File: src/rtl/icap_pkg.sv
// icap_pkg: ICAP command words, stream constants, FSM encoding and word helpers
package icap_pkg;
  localparam logic [15:0] ICAP_DUMMY     = 16'hFFFF;
  localparam logic [15:0] ICAP_SYNC0     = 16'hAA99;
  localparam logic [15:0] ICAP_SYNC1     = 16'h5566;
  localparam logic [15:0] ICAP_WR_GEN1   = 16'h3261;
  localparam logic [15:0] ICAP_WR_GEN2   = 16'h3281;
  localparam logic [15:0] ICAP_WR_GEN3   = 16'h32A1;
  localparam logic [15:0] ICAP_WR_GEN4   = 16'h32C1;
  localparam logic [15:0] ICAP_WR_CMD    = 16'h30A1;
  localparam logic [15:0] ICAP_CMD_IPROG = 16'h000E;
  localparam logic [15:0] ICAP_NOOP      = 16'h2000;
  localparam logic [7:0]  ICAP_IPROG_OP  = 8'h03;
  localparam int          ICAP_STREAM_LEN = 14;
  localparam logic [3:0]  ICAP_LAST_IDX  = 4'(ICAP_STREAM_LEN - 1);
  typedef enum logic [2:0] {S_IDLE, S_LOAD, S_WORD, S_GAP, S_DONE} state_t;
  // Unswapped IPROG stream word at position idx; out-of-range indices fall back to NOOP
  function automatic logic [15:0] icap_word(input logic [3:0] idx, input logic [23:0] a, input logic [23:0] alt);
    case (idx)
      4'd0:    return ICAP_DUMMY;
      4'd1:    return ICAP_SYNC0;
      4'd2:    return ICAP_SYNC1;
      4'd3:    return ICAP_WR_GEN1;
      4'd4:    return a[15:0];
      4'd5:    return ICAP_WR_GEN2;
      4'd6:    return {ICAP_IPROG_OP, a[23:16]};
      4'd7:    return ICAP_WR_GEN3;
      4'd8:    return alt[15:0];
      4'd9:    return ICAP_WR_GEN4;
      4'd10:   return {ICAP_IPROG_OP, alt[23:16]};
      4'd11:   return ICAP_WR_CMD;
      4'd12:   return ICAP_CMD_IPROG;
      default: return ICAP_NOOP;
    endcase
  endfunction
  // ICAP expects each byte bit-reversed relative to the bitstream byte order
  function automatic logic [15:0] byte_swap(input logic [15:0] w);
    logic [15:0] r;
    for (int i = 0; i < 16; i++) r[i] = w[(i / 8) * 8 + 7 - (i % 8)];
    return r;
  endfunction
endpackage

File: src/rtl/reboot_trigger_qual.sv
// reboot_trigger_qual: synchronizes the reboot request and accepts a qualified falling edge
module reboot_trigger_qual #(
  parameter int QUAL_CYCLES = 3
) (
  input  logic clk,
  input  logic rst,
  input  logic enable,
  input  logic trigger,
  output logic accept
);
  logic [1:0] sync_q, sync_d;
  logic       seen_q, seen_d;
  logic [3:0] low_q, low_d;
  assign accept = seen_q && (low_q >= 4'(QUAL_CYCLES));
  // High sample arms the flag; consecutive lows after it count up to the qualify threshold
  always_comb begin
    sync_d = {sync_q[0], trigger};
    seen_d = seen_q;
    low_d  = low_q;
    if (!enable || accept) begin
      seen_d = 1'b0;
      low_d  = 4'd0;
    end else if (sync_q[1]) begin
      seen_d = 1'b1;
      low_d  = 4'd0;
    end else if (seen_q && low_q != 4'hF) begin
      low_d  = low_q + 4'd1;
    end
  end
  // Synchronizer and qualifier state
  always_ff @(posedge clk) begin
    if (rst) begin
      sync_q <= 2'b00;
      seen_q <= 1'b0;
      low_q  <= 4'd0;
    end else begin
      sync_q <= sync_d;
      seen_q <= seen_d;
      low_q  <= low_d;
    end
  end
endmodule

File: src/rtl/icap_reboot_sequencer.sv
// icap_reboot_sequencer: qualifies a reboot request and streams the ICAP IPROG command words
module icap_reboot_sequencer
  import icap_pkg::*;
#(
  parameter int          QUAL_CYCLES = 3,
  parameter int          GAP_CYCLES  = 0,
  parameter logic [23:0] ALT_ADDR    = 24'h0,
  parameter bit          SWAP_BITS   = 1'b1
) (
  input  logic        clk,
  input  logic        rst,
  input  logic        enable,
  input  logic        trigger,
  input  logic [23:0] boot_addr,
  output logic        busy,
  output logic        done,
  output logic        icap_ce_n,
  output logic        icap_we_n,
  output logic [15:0] icap_din
);
  logic        accept;
  state_t      state_q, state_d;
  logic [3:0]  idx_q, idx_d, idx_nx;
  logic [2:0]  gap_q, gap_d;
  logic [23:0] addr_q, addr_d;
  logic        busy_q, busy_d, done_q, done_d, ce_n_q, ce_n_d, we_n_q, we_n_d;
  logic [15:0] din_q, din_d, raw_nx, word_nx;
  logic        last, gap_end;

  reboot_trigger_qual #(.QUAL_CYCLES(QUAL_CYCLES)) u_qual (
    .clk    (clk),
    .rst    (rst),
    .enable (enable),
    .trigger(trigger),
    .accept (accept)
  );

  assign busy      = busy_q;
  assign done      = done_q;
  assign icap_ce_n = ce_n_q;
  assign icap_we_n = we_n_q;
  assign icap_din  = din_q;

  // Next-state and registered-output logic; outputs change one edge after the state decision
  always_comb begin
    state_d = state_q;
    idx_d   = idx_q;
    gap_d   = gap_q;
    addr_d  = addr_q;
    busy_d  = busy_q;
    done_d  = done_q;
    ce_n_d  = ce_n_q;
    we_n_d  = we_n_q;
    din_d   = din_q;
    idx_nx  = (state_q == S_LOAD) ? 4'd0 : idx_q + 4'd1;
    raw_nx  = icap_word(idx_nx, addr_q, ALT_ADDR);
    word_nx = SWAP_BITS ? byte_swap(raw_nx) : raw_nx;
    last    = idx_q == ICAP_LAST_IDX;
    gap_end = gap_q == 3'(GAP_CYCLES - 1);
    case (state_q)
      S_IDLE: if (accept) begin
        state_d = S_LOAD;
        busy_d  = 1'b1;
        we_n_d  = 1'b0;
      end
      S_LOAD: begin
        addr_d  = boot_addr;
        state_d = S_WORD;
        ce_n_d  = 1'b0;
        din_d   = word_nx;
        idx_d   = idx_nx;
      end
      S_WORD: begin
        ce_n_d = 1'b1;
        gap_d  = 3'd0;
        if (GAP_CYCLES != 0) begin
          state_d = S_GAP;
        end else if (last) begin
          state_d = S_DONE;
          busy_d  = 1'b0;
          done_d  = 1'b1;
        end else begin
          ce_n_d = 1'b0;
          din_d  = word_nx;
          idx_d  = idx_nx;
        end
      end
      S_GAP: begin
        gap_d = gap_q + 3'd1;
        if (gap_end && last) begin
          state_d = S_DONE;
          busy_d  = 1'b0;
          done_d  = 1'b1;
        end else if (gap_end) begin
          state_d = S_WORD;
          ce_n_d  = 1'b0;
          din_d   = word_nx;
          idx_d   = idx_nx;
        end
      end
      S_DONE:  we_n_d = 1'b1;
      default: state_d = S_IDLE;
    endcase
  end

  // Sequencer state and ICAP pin registers
  always_ff @(posedge clk) begin
    if (rst) begin
      state_q <= S_IDLE;
      idx_q   <= 4'd0;
      gap_q   <= 3'd0;
      addr_q  <= 24'h0;
      busy_q  <= 1'b0;
      done_q  <= 1'b0;
      ce_n_q  <= 1'b1;
      we_n_q  <= 1'b1;
      din_q   <= 16'hFFFF;
    end else begin
      state_q <= state_d;
      idx_q   <= idx_d;
      gap_q   <= gap_d;
      addr_q  <= addr_d;
      busy_q  <= busy_d;
      done_q  <= done_d;
      ce_n_q  <= ce_n_d;
      we_n_q  <= we_n_d;
      din_q   <= din_d;
    end
  end
endmodule

File: config.mk
export PLATFORM = sky130hd
export DESIGN_NAME = icap_reboot_sequencer
export DESIGN_NICKNAME = d
export VERILOG_FILES = /design/src/rtl/icap_pkg.sv /design/src/rtl/reboot_trigger_qual.sv /design/src/rtl/icap_reboot_sequencer.sv
export SDC_FILE = /design/constraint.sdc
export NUM_CORES = 1
export LEC_CHECK = 0
export BUFFER_PORTS_ARGS = -buffer_cell sky130_fd_sc_hd__buf_2
export CORE_ASPECT_RATIO = 0.6
export CORE_MARGIN = 2
export CORE_UTILIZATION = 29
export DETAILED_ROUTE_END_ITERATION = 8
export GPL_TIMING_DRIVEN = 0
export PLACE_DENSITY_LB_ADDON = 0.3
export SETUP_SLACK_MARGIN = 0.02
export SYNTH_ARGS = -nofsm -noshare
export SYNTH_HDL_FRONTEND = slang
export SYNTH_HIERARCHICAL = 1
export SYNTH_SLANG_ARGS = --single-unit
File: constraint.sdc
create_clock -name clk -period 5.45 [get_ports clk]
set_clock_uncertainty 0.1 [all_clocks]
set_input_delay 1.09 -clock clk [delete_from_list [all_inputs] [get_ports clk]]
set_output_delay 1.09 -clock clk [all_outputs]
set_load 0.02 [all_outputs]
==> results of run 1 <==
## kinds of logic after synthesis
family | after synthesis | synth area share
xor gates and xnor gates | 8 | 0.0278
muxes | 7 | 0.0237
buffers and inverters | 37 | 0.0531
adders and majority gates | 6 | 0.0245
DFF | 61 | 0.399
and+or+nand+nor | 147 | 0.251
AOI/OAI and AO/OA | 104 | 0.221
## power by group through the flow
stage / Sequential (mW) / Combinational [mW] / Clock, mW
6_report: 0.448 / 0.0230 / 0.538
5_1_grt: 0.448 / 0.0255 / 0.576
4_1_cts: 0.448 / 0.0232 / 0.555
3_5_place_dp: 0.457 / 0.0232 / 0
3_3_place_gp: 0.457 / 0.0227 / 0
2_1_floorplan: 0.457 / 0.00891 / 0
## worst paths after layout
path	slack [ns]	cells after the start	end
worst max-delay path	2.53	9	icap_din[2]
worst max register to register	2.53	9	icap_din[2]
worst min-delay path	0.34	1	u_qual/sync_q[1]
worst min register to register	0.34	1	u_qual/sync_q[1]
## through the flow
stage                      util  setup slack [ns]  hold WS, ns  instances  area (µm²)
after floorplan               -              3.15        0.311        370        3060
after global placement    0.345              2.62        0.317        552        3460
after detailed placement  0.345              2.63        0.323        552        3460
after CTS                 0.373              2.62        0.348        568        3750
after global routing      0.373              2.39        0.365        568        3750
final                     0.373              2.53        0.341        568        3750
## sequential cells by signal, summed over array words and instances, names as in the netlist
name           cells
icap_ce_n          1
u_qual/seen_q      1
idx_q              4
icap_din          16
busy               1
state_q            3
addr_q            24
done               1
u_qual/low_q       4
icap_we_n          1
u_qual/sync_q      2
gap_q              3
## critical path: cells and delay by family (launching register included)
family          cells  cell delay, ns
compound gates      4            1.03
buf+inv             4            0.98
flops               1            0.43
fa+ha+maj           1            0.26
## layer usage
layer	vias up	track usage	share of wire
met5	-	0	0
met4	0	0.0313	0.0090
met3	7	0.0625	0.085
met2	100	0.221	0.40
met1	1359	0.238	0.51
li1	1430	-	-
## synthesized netlist by cell type, types with 4 or more instances
| master | n |
|---|---|
| inv_1 | 6 |
| xnor2_1 | 5 |
| nand3b_1 | 4 |
| nand2_1 | 67 |
| nand3_1 | 11 |
| nand2b_1 | 6 |
| nor2_1 | 16 |
| mux2i_1 | 5 |
| a21oi_1 | 50 |
| buf_2 | 9 |
| clkbuf_1 | 10 |
| o21ai_0 | 12 |
| a211oi_1 | 5 |
| a31oi_1 | 4 |
| dfxtp_1 | 61 |
| o21ai_1 | 5 |
| or3_1 | 5 |
| buf_1 | 8 |
| a221o_1 | 7 |
| nor3b_1 | 5 |
| ha_1 | 6 |
| nor3_1 | 4 |
## area by class of cell
class                      instances  area (µm²)
multi-input combinational        272        1680
clock inverter                     5        33.8
sequential                        61        1220
inverter                           7        26.3
fill                            1062        6300
timing repair buffer              47         235
tap                              135         169
buffer                            30         136
clock buffer                      11         253
==> metrics.md, run 1 <==
| Metric | Value |
|---|---|
| Pwr dens | `269 nW/µm²` |
| Antenna-violating nets left | `0` |
| Worst Path Required | `5.57 ns` |
| Combinational fraction of design power | `0.023` |
| Vias in the first global route | `2681` |
| Area fraction of the dominant cell type after synthesis | `0.399` |
| DRC | `0` |
| Synth top area cells | `dfxtp_1, nand2_1, a21oi_1` |
| Max-cap violation count | `0` |
| Yosys warning total | `6` |
| CP Launch Point | `idx_q[1]` |
| Slew HR | `0.426` |
| Final RePlAce weighted congestion | `0.877` |
| Power Total | `1.01 mW` |
| Die Width | `137 µm` |
| CP endpoint kind | `flop` |
| Syn Nets | `404` |
| Area growth from synthesis to layout | `22.6%` |
| Seq/Total Area, Yosys | `0.399` |
| Crit-path cells | `buf_2 -> inv_1 -> ha_1 -> buf_2 -> buf_1 -> a211oi_1 -> a311oi_1 -> o211ai_1 -> a221o_1` |
| Slew Limit Fails | `0` |
| Most frequent cell on the critical path | `buf_2` |
| Share of layout cells above drive strength 1 | `0.224` |
| FMAX | `343 MHz` |
| Root Buffer | `clkbuf_16` |
| Grt total ovfl | `0` |
| Setup TNS | `0 ns` |
| Status | `completed` |
| Detailed-route wire length | `8850 µm` |
| Least-Margin Pin Slew | `0.861 ns` |
| Area leader, netlist | `dfxtp_1` |
| Final period utilization | `0.536` |
| Slowest cell on crit path | `dfxtp_1` |
| Vias per cell | `5.10` |
| DR vias | `2896` |
| Clk_lat worst skew | `0.33 ns` |
| Delay of the slowest critical-path stage | `0.43 ns` |
| Worst-path clk slew | `0.05 ns` |
| Starting utilization of the core area | `0.304` |
| Cells after synthesis | `370` |
| # resized after CTS | `0` |
| Avg WL per Cell | `15.6 µm` |
| HPWL after detailed placement | `6710 µm` |
| Core area | `10100 µm²` |
| Clk sink count | `61` |
| I/O Pins | `48` |
| CTS buffer count | `9` |
| Worst-path maximum fanout | `10` |
| Number of flops mapped to enable cells by yosys | `0` |
| Leak Pwr | `1.38 nW` |
| Top FF cell, synth | `dfxtp_1` |
| Worst min path class | `reg2reg` |
| Worst vdd ir | `0.000158 V` |
| Post-CTS Hold Buffers | `0` |
| Number of synthesized register bits | `61` |
| DR pass1 iterations | `5` |
| Final Hold Fails | `0` |
| Final setup violating endpoints | `0` |
| Hold path start | `u_qual/sync_q[0]` |
| Tmin final | `2.92 ns` |
| First DRT Iteration DRCs | `318` |
| Psw | `220 µW` |
| RSZ-0062 raised after global routing | `no` |
| Crit start category | `flop` |
| Internal | `789 µW` |
| Syn Std Cell Area | `3060 µm²` |
| Antenna Cells | `0` |
| Initial antenna violation count | `0` |
| CTS tree | `built` |
| H-tree levels | `3` |
| First-pass GRT wire length | `14100 µm` |
| Sw frac | `0.218` |
| Clock power frac | `0.533` |
| Commonest cells after routing, fill and taps aside | `nand2_1, dfxtp_1, buf_2` |
| Final nets | `462` |
| All-layer global routing usage | `0.162` |
| Synth cell types | `68` |
| Worst r2r src | `idx_q[1]` |
| Most common cell after layout, fill and taps aside | `nand2_1` |
| Setup repair bufs after CTS | `0` |
| Crit Path Category | `reg2reg` |
| Async SR Flop Fraction | `0` |
| Crit path DAT | `3.04 ns` |
| IO Port Bufs | `47` |
| Die area | `11400 µm²` |
| Sequential fraction of design power | `0.444` |
| Largest net degree at the start of global routing | `12` |
| Row cnt | `28` |
| Clk buf depth | `2` |
| Syn avg cell area | `8.27 µm²` |
| Die H | `83.6 µm` |
No activity file was read; power rests on OpenSTA's default activity.
==> run 2, diff against run 1 <==
==> constraint.sdc (replaced) <==
create_clock -name clk -period 2.4 [get_ports clk]
set_clock_uncertainty 0.1 [all_clocks]
set_input_delay 0.48 -clock clk [delete_from_list [all_inputs] [get_ports clk]]
set_output_delay 0.48 -clock clk [all_outputs]
set_load 0.02 [all_outputs]
==> run 2 against run 1 <==
  * First-iteration DRC count fell by 12%
  * Die area did not move
  * Final cell count did not move
  * Utilization rose by 0.78 points
  * Via count rose by 0.45%
  * Hold slack got worse by 0.090 ns
  * Sequential share of layout area fell by 0.60 points
  * Combinational power rose by 130%
  * Routed wire length rose by 1.4%
  * Power rose by 130%
  * Largest power group unchanged
  * Critical path type unchanged
==> metrics.md, run 2 (synthesis results as in run 1) <==
| Metric | Value |
|---|---|
| Crit path DAT | `2.45 ns (-0.59 ns)` |
| Worst-path clk slew | `0.05 ns (about the same)` |
| Hold path depth | `2 (+1)` |
| Grt total ovfl | `0 (unchanged)` |
| Largest net degree at the start of global routing | `12 (unchanged)` |
| Max-cap violation count | `0 (unchanged)` |
| FMAX | `430 MHz (+26%)` |
| Slew Limit Fails | `0 (unchanged)` |
| RSZ-0062 raised after global routing | `yes` |
| DR vias | `2909 (+0.45%)` |
| Root Buffer | `clkbuf_16` |
| Crit start category | `flop` |
| Least-Margin Pin Slew | `0.600 ns (-0.261 ns)` |
| Worst vdd ir | `0.000366 V (+130%)` |
| Clk buf depth | `2 (unchanged)` |
| Row cnt | `28 (unchanged)` |
| Fillers | `1052 (-0.94%)` |
| Share of layout cells above drive strength 1 | `0.242 (+0.0185)` |
| Worst Path Required | `2.52 ns (-3.05 ns)` |
| HPWL after detailed placement | `6710 µm (unchanged)` |
| Worst min path class | `in2reg` |
| H-tree levels | `3 (unchanged)` |
| Largest Register | `addr_q` |
| Crit Path Category | `reg2reg` |
| Most common cell after layout, fill and taps aside | `nand2_1` |
| CTS tree | `built` |
| Cell Area, Placed | `3460 µm² (unchanged)` |
| Final nets | `462 (unchanged)` |
| CTS buffer count | `9 (unchanged)` |
| DR pass1 iterations | `7 (+2)` |
| Die Width | `137 µm (unchanged)` |
| Final Hold Fails | `0 (unchanged)` |
| Detailed-route wire length | `8970 µm (+1.4%)` |
| Antenna-violating nets left | `0 (unchanged)` |
| Setup repair bufs after CTS | `0 (unchanged)` |
| Clk_lat worst skew | `0.33 ns (about the same)` |
| First DRT Iteration DRCs | `280 (-12%)` |
| Power Total | `2.29 mW (+130%)` |
| Starting utilization of the core area | `0.304 (unchanged)` |
| CP endpoint kind | `flop` |
| Hold Slack | `0.251 ns (-0.0901 ns)` |
| First-pass GRT wire length | `14200 µm (+0.78%)` |
| Initial antenna violation count | `0 (unchanged)` |
| All-layer global routing usage | `0.163 (+0.00102)` |
| Final RePlAce weighted congestion | `0.877 (unchanged)` |
| Vias per cell | `5.12 (+0.45%)` |
| Pwr dens | `599 nW/µm² (+120%)` |
| IO Port Bufs | `47 (unchanged)` |
| Final period utilization | `0.969 (+0.433)` |
| DRC | `0 (unchanged)` |
| Max FFs per register | `24 (unchanged)` |
| Slew HR | `0.595 (+0.169)` |
| Final setup violating endpoints | `0 (unchanged)` |
| Vias in the first global route | `2700 (+0.71%)` |
| Core area | `10100 µm² (unchanged)` |
| Area growth from synthesis to layout | `25.1%` |
| Leak Pwr | `1.41 nW (+2.5%)` |
| Reg2reg setup slack | `0.07 ns (-2.46 ns)` |
| Worst-path maximum fanout | `9 (-1)` |
| Avg WL per Cell | `15.8 µm (+1.4%)` |
| Clk sink count | `61 (unchanged)` |
| Status | `completed` |
| Tmin final | `2.33 ns (-0.594 ns)` |
| Antenna Cells | `0 (unchanged)` |
| Commonest cells after routing, fill and taps aside | `nand2_1, dfxtp_1, buf_2` |
| Die area | `11400 µm² (unchanged)` |
| Fin util | `0.381 (+0.00784)` |
| Die H | `83.6 µm (unchanged)` |
| I/O Pins | `48 (unchanged)` |
| Post-layout instance area | `3830 µm² (+2.1%)` |
| Reg2reg path depth | `7 (-2)` |
run 2: changes by cell type in the layout (fill, tap and decap cells not counted), sizes merged:
cell and delta:
buf -1, clkbuf +1
run 2: power by group:
part / switching [mW] / internal [mW]
Sequential: 0.00138 / 1.02
Combinational: 0.0291 / 0.0228
Clock: 0.472 / 0.753
Total: 0.503 / 1.79
run 2: worst max-delay path: stages, from the launching register on:
cell     delay, ns
dfxtp_2       0.35
ha_1          0.21
buf_6         0.15
nor3b_1       0.17
o31ai_4       0.44
nor2_1        0.11
or3b_1        0.36
a221o_1       0.31
run 2: path summary, 6_finish.rpt:
| path | start | end |
|---|---|---|
| max | idx_q[0] | icap_din[0] |
| min | trigger | u_qual/sync_q[0] |
| max reg2reg | idx_q[0] | icap_din[0] |
| min reg2reg | u_qual/sync_q[0] | u_qual/sync_q[1] |
run 2: repair_timing:
item	in CTS	in global routing
pin swaps	1	3
endpoints found under the setup margin	15	19
resized for setup	7	16
hold buffers	0	0
run 2: layout make-up:
| cell class | instances | area [µm²] | area share |
|---|---|---|---|
| buffer | 30 | 169 | 0.0441 |
| clock buffer | 11 | 253 | 0.0660 |
| clock inverter | 5 | 33.8 | 0.00882 |
| inverter | 7 | 26.3 | 0.00686 |
| multi-input combinational | 272 | 1720 | 0.449 |
| sequential | 61 | 1220 | 0.320 |
| tap | 135 | 169 | 0.0441 |
| timing repair buffer | 47 | 235 | 0.0614 |
run 2: metrics by stage:
step                      instances  setup slack (ns)  setup TNS [ns]
after floorplan                 370             0.101               0
after global placement          552            -0.426           -2.47
after detailed placement        552            -0.422           -2.50
after CTS                       568            0.0257               0
after global routing            568           0.00211               0
final                           568            0.0749               0
run 2: routing by layer:
layer	track usage	up-vias	wire (µm)
li1	-	1430	-
met2	0.220	106	3570
met1	0.239	1366	4530
met3	0.0668	7	797
met5	0	-	0
met4	0.0331	0	76
==> run 3, diff against run 2 <==
--- a/config.mk
+++ b/config.mk
@@ -12,6 +12,7 @@
 export DETAILED_ROUTE_END_ITERATION = 8
 export GPL_TIMING_DRIVEN = 0
 export PLACE_DENSITY_LB_ADDON = 0.3
+export RECOVER_POWER = 50
 export SETUP_SLACK_MARGIN = 0.02
 export SYNTH_ARGS = -nofsm -noshare
 export SYNTH_HDL_FRONTEND = slang
==> run 3 against run 2 <==
  * Sequential cell count stayed put
  * Worst setup slack better by 0.0059 ns
  * Critical path depth stayed put
  * Sequential power hardly changed
  * Highest routed layer unchanged
==> metrics.md, run 3 (synthesis results as in run 1) <==
| Metric | Value |
|---|---|
| Crit-path cells | `ha_1 -> buf_6 -> nor3b_1 -> o31ai_4 -> nor2_1 -> or3b_1 -> a221o_1` |
| Max-cap violation count | `0 (unchanged)` |
| Worst-path maximum fanout | `9 (unchanged)` |
| Final setup violating endpoints | `0 (unchanged)` |
| Area growth from synthesis to layout | `23.7%` |
| Status | `completed` |
| Final period utilization | `0.966 (-0.00245)` |
| Worst min path class | `in2reg` |
| Core area | `10100 µm² (unchanged)` |
| Commonest cells after routing, fill and taps aside | `nand2_1, dfxtp_1, a21oi_1` |
| Starting utilization of the core area | `0.304 (unchanged)` |
| Final nets | `462 (unchanged)` |
| First-pass GRT wire length | `14200 µm (unchanged)` |
| Crit Path Category | `reg2reg` |
| DR pass1 iterations | `5 (-2)` |
| Slew Limit Fails | `0 (unchanged)` |
| DRC | `0 (unchanged)` |
| Largest Register | `addr_q` |
| Worst vdd ir | `0.000367 V (+0.30%)` |
| CTS buffer count | `9 (unchanged)` |
| Vias in the first global route | `2700 (unchanged)` |
| Final Hold Fails | `0 (unchanged)` |
| Clk_lat worst skew | `0.33 ns (about the same)` |
| Vias per cell | `5.12 (about the same)` |
| Most common cell after layout, fill and taps aside | `nand2_1` |
| Clk sink count | `61 (unchanged)` |
| Pre-CTS setup slack | `-0.422 ns (unchanged)` |
| Detailed-route wire length | `8970 µm (about the same)` |
| Avg WL per Cell | `15.8 µm (about the same)` |
| Slowest cell on crit path | `o31ai_4` |
| Root Buffer | `clkbuf_16` |
| FMAX | `431 MHz (+0.25%)` |
| DR vias | `2907 (-0.069%)` |
| Share of layout cells above drive strength 1 | `0.185 (-0.0577)` |
| RSZ-0062 raised after global routing | `yes` |
| Final RePlAce weighted congestion | `0.877 (unchanged)` |
| Max FFs per register | `24 (unchanged)` |
| CTS tree | `built` |
| Crit start category | `flop` |
| Die H | `83.6 µm (unchanged)` |
| Antenna-violating nets left | `0 (unchanged)` |
| H-tree levels | `3 (unchanged)` |
| Clk buf depth | `2 (unchanged)` |
| Die Width | `137 µm (unchanged)` |
| Grt total ovfl | `0 (unchanged)` |
| All-layer global routing usage | `0.163 (unchanged)` |
| IO Port Bufs | `47 (unchanged)` |
| Antenna Cells | `0 (unchanged)` |
| Reg2reg setup slack | `0.08 ns (about the same)` |
| Fillers | `1059 (+0.67%)` |
| HPWL after detailed placement | `6710 µm (unchanged)` |
| I/O Pins | `48 (unchanged)` |
| Leak Pwr | `1.37 nW (-2.9%)` |
| Die area | `11400 µm² (unchanged)` |
| Cell Count, Final, Fillers Out | `568 (unchanged)` |
| First DRT Iteration DRCs | `252 (-10%)` |
| Pwr dens | `605 nW/µm² (+1.1%)` |
| Least-Margin Pin Slew | `0.577 ns (-0.0229 ns)` |
| Slew HR | `0.606 (+0.0104)` |
| Initial antenna violation count | `0 (unchanged)` |
| Hold Slack | `0.250 ns (-0.000772 ns)` |
| Delay of the slowest critical-path stage | `0.44 ns (about the same)` |
| DP Cell Count | `552 (unchanged)` |
| Crit path DAT | `2.44 ns (about the same)` |
| Tmin final | `2.32 ns (-0.00589 ns)` |
| CP endpoint kind | `flop` |
| Largest net degree at the start of global routing | `12 (unchanged)` |
| Worst Path Required | `2.52 ns (about the same)` |
| Row cnt | `28 (unchanged)` |
| Setup WS post-layout | `0.0808 ns (+0.00589 ns)` |
| Worst-path clk slew | `0.05 ns (about the same)` |
[run 3: cell type report]
type	instances	area, µm²	share of cell area
Timing Repair Buffer	47	209	0.0552
Clock inverter	5	33.8	0.00892
Multi-Input combinational cell	272	1700	0.450
Clock buffer	11	253	0.0668
Tap cell	135	169	0.0446
Buffer	30	168	0.0443
Sequential cell	61	1220	0.323
Inverter	7	26.3	0.00694
[run 3: where the power goes]
part / internal, mW / switching (mW) / leakage, nW
Sequential: 1.02 / 0.00133 / 0.493
Combinational: 0.0217 / 0.0291 / 0.741
Clock: 0.753 / 0.472 / 0.138
[run 3: metrics by stage]
step / area (µm²) / util / setup TNS, ns / total power [mW]
3_5_place_dp: 3460 / 0.345 / -2.50 / 1.09
5_1_grt: 3790 / 0.377 / 0 / 2.38
3_3_place_gp: 3460 / 0.345 / -2.47 / 1.09
6_report: 3790 / 0.377 / 0 / 2.29
4_1_cts: 3770 / 0.375 / 0 / 2.33
2_1_floorplan: 3060 / - / 0 / 1.06
[run 3: path summary, 6_finish.rpt]
path	from	endpoint	cells past startpoint
hold / removal	trigger	u_qual/sync_q[0]	2
setup / recovery	idx_q[0]	icap_din[0]	7
setup reg to reg	idx_q[0]	icap_din[0]	7
hold reg to reg	u_qual/sync_q[0]	u_qual/sync_q[1]	1
[run 3: per-layer routing]
metal	vias up	wire length, µm	track usage
met2	110	3550	0.220
met3	7	761	0.0668
li1	1434	-	-
met1	1356	4590	0.239
met4	0	71	0.0331
met5	-	0	0
[run 3: worst max-delay path, delay by kind of cell (launching register included)]
kind / cells / cell delay, ns
adders and majority gates: 1 / 0.21
buffers and inverters: 1 / 0.15
AOI/OAI and AO/OA: 2 / 0.75
DFF: 1 / 0.36
and+or+nand+nor: 3 / 0.63
[run 3: timing repair]
item / CTS / global route
hold buffers: 0 / 0
pin swaps: 1 / 3
buffers inserted: 0 / 0
cloned: 0 / 0
endpoints found under the setup margin: 15 / 19
resized for setup: 7 / 16
